$ cat src/rtl/reset_sequencer_if.sv
// Handshake and reset-output bundle for reset_sequencer.
// slave = sequencer side, master = requester / harness side.
interface reset_sequencer_if #(
  parameter int N_DOMAINS = 4
);
  logic                 req;
  logic                 ack;
  logic                 busy;
  logic                 done;
  logic [N_DOMAINS-1:0] resets;

  modport slave  (input  req, output ack, busy, done, resets);
  modport master (output req, input  ack, busy, done, resets);
endinterface

$ cat src/rtl/reset_sequencer.sv
// Multi-domain reset sequencer: hold all resets, then release lowest index first.
// Define RESET_SEQUENCER_REQ_EN to enable the req/ack re-sequence path.
module reset_sequencer #(
  parameter int          N_DOMAINS    = 4,
  parameter logic [31:0] ASSERT_COUNT = 32'd20,
  parameter logic [31:0] RELEASE_GAP  = 32'd4
) (
  input  logic              clock,
  input  logic              reset_n,
  reset_sequencer_if.slave  bus
);
  localparam int IW = (N_DOMAINS > 1) ? $clog2(N_DOMAINS + 1) : 1;

  localparam logic [1:0] HOLD    = 2'd0;
  localparam logic [1:0] RELEASE = 2'd1;
  localparam logic [1:0] RUN     = 2'd2;

  localparam logic [31:0]   HOLD_LAST = ASSERT_COUNT - 32'd1;
  localparam logic [31:0]   GAP_LAST  = RELEASE_GAP - 32'd1;
  localparam logic [IW-1:0] LAST_IDX  = IW'(N_DOMAINS - 1);

`ifdef RESET_SEQUENCER_REQ_EN
  localparam bit REQ_EN = 1'b1;
`else
  localparam bit REQ_EN = 1'b0;
`endif

  logic [1:0]           state;
  logic [31:0]          cnt;
  logic [IW-1:0]        idx;
  logic [N_DOMAINS-1:0] rst_q;
  logic                 busy_q, done_q, ack_q;

  logic rel_stb, last_stb, restart;

  // idx is 0 throughout HOLD, so the first release reuses the same strobe path
  assign rel_stb  = ((state == HOLD)    && (cnt == HOLD_LAST)) ||
                    ((state == RELEASE) && (cnt == GAP_LAST));
  assign last_stb = rel_stb && (idx == LAST_IDX);
  assign restart  = REQ_EN && (state == RUN) && bus.req;

  always_ff @(posedge clock or negedge reset_n) begin
    if (!reset_n) begin
      state  <= HOLD;
      cnt    <= 32'd0;
      idx    <= '0;
      rst_q  <= '1;
      busy_q <= 1'b1;
      done_q <= 1'b0;
      ack_q  <= 1'b0;
    end else begin
      ack_q <= restart;
      case (state)
        HOLD, RELEASE: begin
          if (rel_stb) begin
            cnt <= 32'd0;
            idx <= idx + IW'(1);
            for (int i = 0; i < N_DOMAINS; i++)
              if (idx == IW'(i)) rst_q[i] <= 1'b0;
            if (last_stb) begin
              state  <= RUN;
              busy_q <= 1'b0;
              done_q <= 1'b1;
            end else begin
              state <= RELEASE;
            end
          end else begin
            cnt <= cnt + 32'd1;
          end
        end
        RUN: begin
          if (restart) begin
            state  <= HOLD;
            cnt    <= 32'd0;
            idx    <= '0;
            rst_q  <= '1;
            busy_q <= 1'b1;
            done_q <= 1'b0;
          end
        end
        default: state <= HOLD;
      endcase
    end
  end

  assign bus.resets = rst_q;
  assign bus.busy   = busy_q;
  assign bus.done   = done_q;
  assign bus.ack    = ack_q;
endmodule

$ cat src/flat_wrapper.sv
// flat-port wrapper written by rule: the top's interface ports become plain ports
module reset_sequencer_flat 
#(
  parameter int          N_DOMAINS    = 4,
  parameter logic [31:0] ASSERT_COUNT = 32'd20,
  parameter logic [31:0] RELEASE_GAP  = 32'd4
)
  (clock, reset_n, bus_req, bus_ack, bus_busy, bus_done, bus_resets);
  reset_sequencer_if #(.N_DOMAINS(N_DOMAINS)) bus_i ();
  input  logic clock;
  input  logic reset_n;
  input wire logic [$bits(bus_i.req)-1:0] bus_req;
  output wire logic [$bits(bus_i.ack)-1:0] bus_ack;
  output wire logic [$bits(bus_i.busy)-1:0] bus_busy;
  output wire logic [$bits(bus_i.done)-1:0] bus_done;
  output wire logic [$bits(bus_i.resets)-1:0] bus_resets;
  assign bus_i.req = bus_req;
  assign bus_ack = bus_i.ack;
  assign bus_busy = bus_i.busy;
  assign bus_done = bus_i.done;
  assign bus_resets = bus_i.resets;
  reset_sequencer #(.N_DOMAINS(N_DOMAINS), .ASSERT_COUNT(ASSERT_COUNT), .RELEASE_GAP(RELEASE_GAP)) u_core (.clock(clock), .reset_n(reset_n), .bus(bus_i));
endmodule
$ cat config.mk
export PLATFORM = sky130hd
export DESIGN_NAME = reset_sequencer_flat
export DESIGN_NICKNAME = d
export VERILOG_FILES = /design/src/rtl/reset_sequencer_if.sv /design/src/rtl/reset_sequencer.sv /design/src/flat_wrapper.sv
export SDC_FILE = /design/constraint.sdc
export NUM_CORES = 1
export LEC_CHECK = 0
export CORE_ASPECT_RATIO = 0.9
export CORE_MARGIN = 2
export CORE_UTILIZATION = 59
export DETAILED_ROUTE_END_ITERATION = 6
export PLACE_DENSITY = 0.78
export SYNTH_ARGS = -nofsm -noshare
export SYNTH_HDL_FRONTEND = slang
export SYNTH_SLANG_ARGS = --single-unit
$ cat constraint.sdc
create_clock -name clock -period 2.2 [get_ports clock]
set_input_delay 0.44 -clock clock [delete_from_list [all_inputs] [get_ports clock]]
set_output_delay 0.44 -clock clock [all_outputs]
set_load 0.02 [all_outputs]
# Yosys cells after proc, flatten, opt, wreduce, memory -nomap -nowiden
# Cells that the tools add are included.
[word_totals] register_bits=43 in_bits=3 rom_bits=0 mem_count=0 latchBits=0 mem_bits_rw=0 elab_cells=38
[op_classes] magnitude_cmp=0 mul=0 eq_ne=8 n_bitwise=1 reduce_logical=14 div=0 shifts=0 n_addsub=2 muxes=4
[op_table] op="adder 32 x 1 -> 32 bit, second input constant" n=1
[op_table] op="== test 32 x 2 -> 1 bit, second input constant" n=1
[op_table] op="== test 32 x 5 -> 1 bit, second input constant" n=1
[op_table] op="two-way mux 32 bit" n=1
[op_table] op="AND reduction 3 bit" n=5
[op_table] op="== test 3 x 2 -> 1 bit, second input constant" n=2
[op_table] op="two-way mux 2 bit" n=2
[op_table] op="case mux 2 bit (2 select lines)" n=1
[op_table] op="AND reduction 2 bit" n=2
[op_table] op="adder 3 x 1 -> 3 bit, second input constant" n=1
[op_table] op="== test 3 x 1 -> 1 bit, second input constant" n=1
[op_table] op="logical AND 1 bit" n=3
[op_table] op="logical NOT 3 bit" n=1
[op_table] op="== test 2 x 1 -> 1 bit, second input constant" n=1
[op_table] op="== test 2 bit, second input constant" n=1
[op_table] op="logical NOT 2 bit" n=1
[op_table] op="inequality test 2 x 1 -> 1 bit, second input constant" n=1
[op_table] op="OR reduction 2 bit" n=1
[op_table] op="logical OR 1 bit" n=1
[op_table] op="inverter 1 bit" n=1

# Depth between registers and ports, before layout
# Gate-level depths: netlist (run 1).
[depth] ltp_word=7 ltp_mapped=6 mapped_depth_nobuf=5

# Worst setup path after synthesis (run 1)
# Ideal clock, no wire load.
[synth_timing] path_kind="register to register" startpoint="register u_core.cnt[0]" endpoint="register u_core.idx[1]" path_slack_ns=0.530 setup_ns=0.125 t_arrival_ns=1.545 stages_incl_launch_ff=6 path_cell_list="dfrtp_1 > ha_1 > nor2b_1 > nand3_1 > nor3_4 > mux2_2"
[synth_via] elab_chain_len=4 elab_cells_between_ends=6 classes_between="2 x eq/ne; 4 x reduce/logical"
[synth_rtl] element="from (decl)" line="reset_sequencer.sv:29" text="logic [31:0] cnt;"
[synth_rtl] element="from (signal assigned)" line="reset_sequencer.sv:68" text="cnt <= cnt + 32'd1;"
[synth_rtl] element="== test 32 x 5 -> 1 bit / == test 32 x 2 -> 1 bit (equally long branches)" line="reset_sequencer.sv:37, reset_sequencer.sv:38"
[synth_rtl] element="logical AND 1 bit (on tied branches)" line="reset_sequencer.sv:37, reset_sequencer.sv:38"
[synth_rtl] element="logical OR 1 bit *" line="reset_sequencer.sv:37" text="assign rel_stb = ((state == HOLD) && (cnt == HOLD_LAST)) ||"
[synth_rtl] element="AND reduction 2 bit (no source line) *"
[synth_rtl] element="to (signal assigned)" line="reset_sequencer.sv:57" text="idx <= idx + IW'(1);"
[synth_rtl] element="to (decl)" line="reset_sequencer.sv:30" text="logic [IW-1:0] idx;"
# Mark *: on every way between the ends. The rest lies on a longest branch, timed or not.
# A chain may end at the register's enable or synchronous reset.

# Worst setup path in the final report (run 1)
[layout_timing] startpoint="register u_core.rst_q[3] (netlist: u_core.bus.resets[3])" endpoint="output port bus_resets[3]"
[layout_lines] element="from (decl)" line="reset_sequencer.sv:31" text="logic [N_DOMAINS-1:0] rst_q;"
[layout_lines] element="from (signal assigned)" line="reset_sequencer.sv:47" text="rst_q <= '1;"
[layout_lines] element="from (signal, indexed assignment)" line="reset_sequencer.sv:59" text="if (idx == IW'(i)) rst_q[i] <= 1'b0;"
[layout_lines] element="from (signal assigned)" line="reset_sequencer.sv:76" text="rst_q <= '1;"
[layout_lines] element="to (decl)" line="flat_wrapper.sv:16" text="output wire logic [$bits(bus_i.resets)-1:0] bus_resets;"
# No word-level cell between the ends.

==> results of run 1 <==
## cell type report
class                      count  area share, %
inverter                       8           1.34
timing repair buffer          11           4.24
tap                           44           2.45
multi-input combinational    120           39.3
clock buffer                   8           4.46
sequential                    43           48.2
## per-layer routing
layer | vias to the layer above | wire length, microns | global-route usage (%)
li1 | 640 | - | -
met1 | 656 | 1570 | 27.4
met2 | 11 | 1840 | 36.1
met3 | 3 | 93 | 4.90
met4 | 0 | 36 | 9.23
met5 | - | 0 | 0
## cells in the mapped netlist, types with 2 or more instances
library cell  number  area share [%]
mux2i_1            2            0.99
xnor2_1           26              11
a31oi_1            3            0.92
a21boi_0           2            0.74
nor4_1             6             1.8
nor2_1            12             2.2
nand3_1            9             2.2
dfstp_2            5             6.5
and2_1             2            0.62
and4_1             3             1.3
dfrtp_1           38              47
and3_1             4             1.2
xor2_1             7             3.0
nand4_1           18             5.5
ha_1               6             3.7
nand2_1            6             1.1
mux2_2             2             1.1
buf_6              2             1.1
inv_1              8             1.5
## path summary, 6_finish.rpt
path	from	end	slack, ps	cells past startpoint
max in group asynchronous	reset_n	u_core.bus.resets[0]$_DFFE_PN1P_	1510	2
hold / removal	reset_n	u_core.cnt[10]$_DFFE_PN0N_	80	1
setup / recovery	u_core.bus.resets[3]$_DFFE_PN1P_	bus_resets[3]	330	1
hold reg to reg	u_core.bus.resets[0]$_DFFE_PN1P_	u_core.bus.resets[0]$_DFFE_PN1P_	440	2
min in group clock	u_core.bus.resets[0]$_DFFE_PN1P_	u_core.bus.resets[0]$_DFFE_PN1P_	440	2
setup reg to reg	u_core.cnt[0]$_DFFE_PN0N_	u_core.idx[2]$_DFFE_PN0P_	350	6
## cell families after synthesis
family,after synthesis,synth area share [%]
and+or+nand+nor,69,20.7
DFF,43,53.3
xor gates and xnor gates,33,14.2
buffers and inverters,13,3.39
AOI/OAI and AO/OA,7,2.46
adders and majority gates,6,3.69
muxes,4,2.09
other,1,0.185
## sequential cells by signal, summed over array words and instances (netlist names)
signal and cells:
u_core.cnt 32, u_core.bus.done 1, u_core.bus.resets 4, u_core.idx 3
u_core.bus.busy 1, u_core.state 2
## metrics by stage
step | std cells | setup WS [ps] | utilization (%) | hold slack [ps]
2_1_floorplan | 176 | 530 | - | 144
3_3_place_gp | 226 | 447 | 64.4 | 403
3_5_place_dp | 226 | 426 | 64.4 | 406
4_1_cts | 234 | 311 | 67.4 | 88.2
5_1_grt | 234 | 167 | 67.4 | 105
6_report | 234 | 327 | 67.4 | 75.7
## report_power, final
part | internal, mW | total (mW) | switching [mW]
sequential | 0.790 | 0.790 | 0
clock | 0.286 | 0.544 | 0.257
combinational | 0.00295 | 0.0190 | 0.0160
total | 1.08 | 1.35 | 0.273
## layout by cell type, fill, tap and decap left out, types with 2 or more instances in the layout
cell type        count
nand2_1              6
buf_4                4
nand3_1              9
mux2i_1              2
xnor2_1             26
clkdlybuf4s50_1      6
mux2_2               2
xor2_1               7
inv_1                8
ha_1                 6
and2_1               2
a21boi_0             2
a31oi_1              3
clkbuf_8             7
dfrtp_1             38
nand4_1             18
nor4_1               6
and4_1               3
and3_1               4
nor2_1              12
dfstp_2              5
==> metrics, run 1 <==
Ant. Diodes 0; Peak VDD IR 0.477 mV; Boundary Pins 10; CTS buffer count 5; first-pass GRT wire length about 6.2 mm; # resized after CTS 0; max cap viols 0; nets approximately 200; CP Capture Type output port; FF/Latch Area roughly 1100 sq um; Worst Hold Class in2async; ys flop type dfrtp_1; chip width 65.9 microns; Routed WL 3.54 mm; share of cells above drive strength 1 about an eighth; EDFF count, synth 0; Syn Inst Count around 180; startpoint types register; # rows 20; Tot Pwr approximately 1.4 mW; core area approximately 3300 sq um; Bufs and invs on worst path 1; first drt pass iteration count 4; post-DP HPWL approximately 2.5 mm; WL/cell 15.1 microns; Starting Density about three fifths; CTS H-Tree Depth 2; critical path data arrival time approximately 1400 ps; Setup CP Type reg2out; relative slew slack a little over 60%; Clock Skews 3.45 ps; clock buffer depth 2; cell family with most CP delay buffers and inverters; yosys warns 0; fin crit share a little under nine tenths; initial antenna violation count 0; Filler cells 240; Final Cell Area about 2200 sq um; CTS Hold Buffers Added 0; Die ar. a little under 4000 sq um; slowest cell on the critical path clkdlybuf4s50_1; CTS tree yes; DR iter-0 viols 100; total gr overflow 0; Final ANT Viol Nets 0; vias in the first global route about 1300; global router's overall resource usage ~22%; Worst EP required 1760 ps; Placed Area 2140 sq um; number of library cell types mapped by synthesis 34; synthesized net count between 150 and 200; Max Fclk roughly 530 MHz; synthesis-to-layout area growth 10.4%; sequence of cells on the critical path clkdlybuf4s50_1; P_leak roughly 1.0 nW; Slew Viols, Final 0; CTS root buffer clkbuf_8; multi-input combinational cell area approximately 880 sq um; FFs w/ async S/R, synth 100%; Clock Latency Late Sink 300 ps; Final GP Congestion 0.822; Slowest Stage Delay on Critical Path ~600 ps; mapped cell area 2030 sq um; Hold Violations, Final 0; RSZ-0062 raised after global routing no; port bufs 7; Final TNS setup 0 ps; syn_area_per_cell around 12 sq um; largest net degree at the start of global routing 21; worst-path maximum fanout 2; routed via count 1310; clk sinks 43; Seq/Total Area, Yosys 53.3%; Post-CTS Setup Repair Bufs 0; fin crit period ~1900 ps; Vert. Die Dim 59.7 microns; Power Density around 600 nW/um^2; run status finished, final reports clean; Slew @ Worst Pin approximately 560 ps; vias per std cell between 5 and 6; DRC viols 0; final setup violation count 0; Clock transition at path regs about 70 ps; Yosys reg bits 43
(Power assumes the default switching activity.)
==> run 2: changes to the inputs <==
--- a/config.mk
+++ b/config.mk
@@ -6,7 +6,7 @@
 export NUM_CORES = 1
 export LEC_CHECK = 0
 export CORE_ASPECT_RATIO = 0.9
-export CORE_MARGIN = 2
+export CORE_MARGIN = 5
 export CORE_UTILIZATION = 59
 export DETAILED_ROUTE_END_ITERATION = 6
 export PLACE_DENSITY = 0.78
==> metrics, run 2 (synthesis results as in run 1) <==
Vert. Die Dim 65.7 microns (+10%); vias in the first global route 1440 (+7.3%); pre-CTS WS 317 ps (-108 ps); final hold slack 118 ps (+42.6 ps); chip width 71.9 microns (+9.1%); worst-path maximum fanout 9 (+7); first-pass GRT wire length 6.76 mm (+8.5%); most frequent cells in the layout dfrtp_1 (38), xnor2_1 (26), nand4_1 (18); Placed Area 2140 sq um (unchanged); commonest non-fill, non-tap cell in the layout dfrtp_1; port bufs 7 (unchanged); Final GP Congestion 0.805 (-2.0%); Die ar. 4720 sq um (+20%); Final Cell Area 2240 sq um (unchanged); synthesis-to-layout area growth 10.4% (unchanged); RSZ-0062 raised after global routing no; first drt pass iteration count 4 (unchanged); clk sinks 43 (unchanged); Routed WL 3.82 mm (+7.8%); max cap viols 0 (unchanged); startpoint types register; net switching share of the total power 20.7% (+0.46 points); Setup CP Type reg2reg; core area 3350 sq um (+0.75%); Worst EP required 2420 ps (+660 ps); Max Fclk 522 MHz (-2.3%); combinational group share of total power 1.4% (about the same); Clock transition at path regs 80 ps (about the same); clock buffer depth 2 (unchanged); CTS Hold Buffers Added 0 (unchanged); Tot Pwr 1.36 mW (+0.58%); initial antenna violation count 0 (unchanged); Placed Instances 226 (unchanged); Worst Hold Class in2async; Peak VDD IR 0.377 mV (-21%); Util after Layout 66.9% (-0.50 points); Filler cells 265 (+10%); Final TNS setup 0 ps (unchanged); Hold Violations, Final 0 (unchanged); CTS buffer count 5 (unchanged); share of cells above drive strength 1 12.1% (unchanged); Flop pwr share 58.1% (-0.3 points); run status finished, final reports clean; final setup violation count 0 (unchanged); post-DP HPWL 2.66 mm (+5.9%); Power Density 606 nW/um^2 (+0.58%); # rows 20 (unchanged); Boundary Pins 10 (unchanged); vias per std cell 5.79 (+3.4%); DR iter-0 viols 75 (-25%); Slew Viols, Final 0 (unchanged); largest net degree at the start of global routing 26 (+24%); CTS root buffer clkbuf_8; Final WS setup 283 ps (-43.4 ps); CTS H-Tree Depth 2 (unchanged); fin crit period 1920 ps (+43.4 ps); nets 198 (unchanged); Largest register FFs 32 (unchanged); Finished Layout Cells 234 (unchanged); DRC viols 0 (unchanged); critical path data arrival time 2140 ps (+710 ps); Clock Latency Late Sink 300 ps (about the same); Clock Skews 3.60 ps (+0.144 ps); Slew @ Worst Pin 621 ps (+60.0 ps); fin crit share 87.1% (+2.0 points); Ant. Diodes 0 (unchanged); CTS tree yes; WL/cell 16.3 microns (+7.8%); relative slew slack 58.3% (-4.0 points); Psw 0.281 mW (+2.9%); Post-CTS Setup Repair Bufs 0 (unchanged); total gr overflow 0 (unchanged); Final ANT Viol Nets 0 (unchanged); routed via count 1354 (+3.4%); Top reg by flops u_core.cnt; clock share of power 40.5% (+0.3 points); global router's overall resource usage 18.8% (-2.8 points); # resized after CTS 0 (unchanged); Starting Density 60.6% (-0.46 points); CP Capture Type register; Internal 1.08 mW (about the same); P_leak 1.01 nW (unchanged)
## run 2: critical path: stages (launching register included)
cell and delay (ps):
dfrtp_1 390, ha_1 170, nor2b_1 300, nand3_1 180, nor3_4 360, buf_4 240
mux2i_1 200
## run 2: layout make-up
type / count / area [sq um] / area share, %
Sequential cell: 43 / 1080 / 48.2
Tap cell: 44 / 55.1 / 2.45
Clock buffer: 8 / 100 / 4.46
Timing Repair Buffer: 11 / 95.1 / 4.24
Inverter: 8 / 30.0 / 1.34
Multi-Input combinational cell: 120 / 881 / 39.3
## run 2: worst paths after layout
path	startpoint	endpoint	slack [ps]	cells after the start
setup reg to reg	u_core.cnt[0]$_DFFE_PN0N_	u_core.idx[2]$_DFFE_PN0P_	280	6
hold reg to reg	u_core.bus.resets[0]$_DFFE_PN1P_	u_core.bus.resets[0]$_DFFE_PN1P_	440	2
max in group asynchronous	reset_n	u_core.bus.resets[0]$_DFFE_PN1P_	1440	2
hold / removal	reset_n	u_core.cnt[25]$_DFFE_PN0N_	120	1
setup / recovery	u_core.cnt[0]$_DFFE_PN0N_	u_core.idx[2]$_DFFE_PN0P_	280	6
min in group clock	u_core.bus.resets[0]$_DFFE_PN1P_	u_core.bus.resets[0]$_DFFE_PN1P_	440	2
## run 2: layer usage
metal	share of wire, %	track usage [%]
met1	44	22.9
met2	50	30.8
met3	4.0	5.66
met4	1.5	7.98
met5	0	0
## run 2: power by group through the flow
stage | clock network, mW | registers, mW | logic [mW]
2_1_floorplan | 0 | 0.806 | 0.00284
3_3_place_gp | 0 | 0.805 | 0.0194
3_5_place_dp | 0 | 0.805 | 0.0207
4_1_cts | 0.562 | 0.790 | 0.0206
5_1_grt | 0.603 | 0.790 | 0.0237
6_report | 0.551 | 0.790 | 0.0196
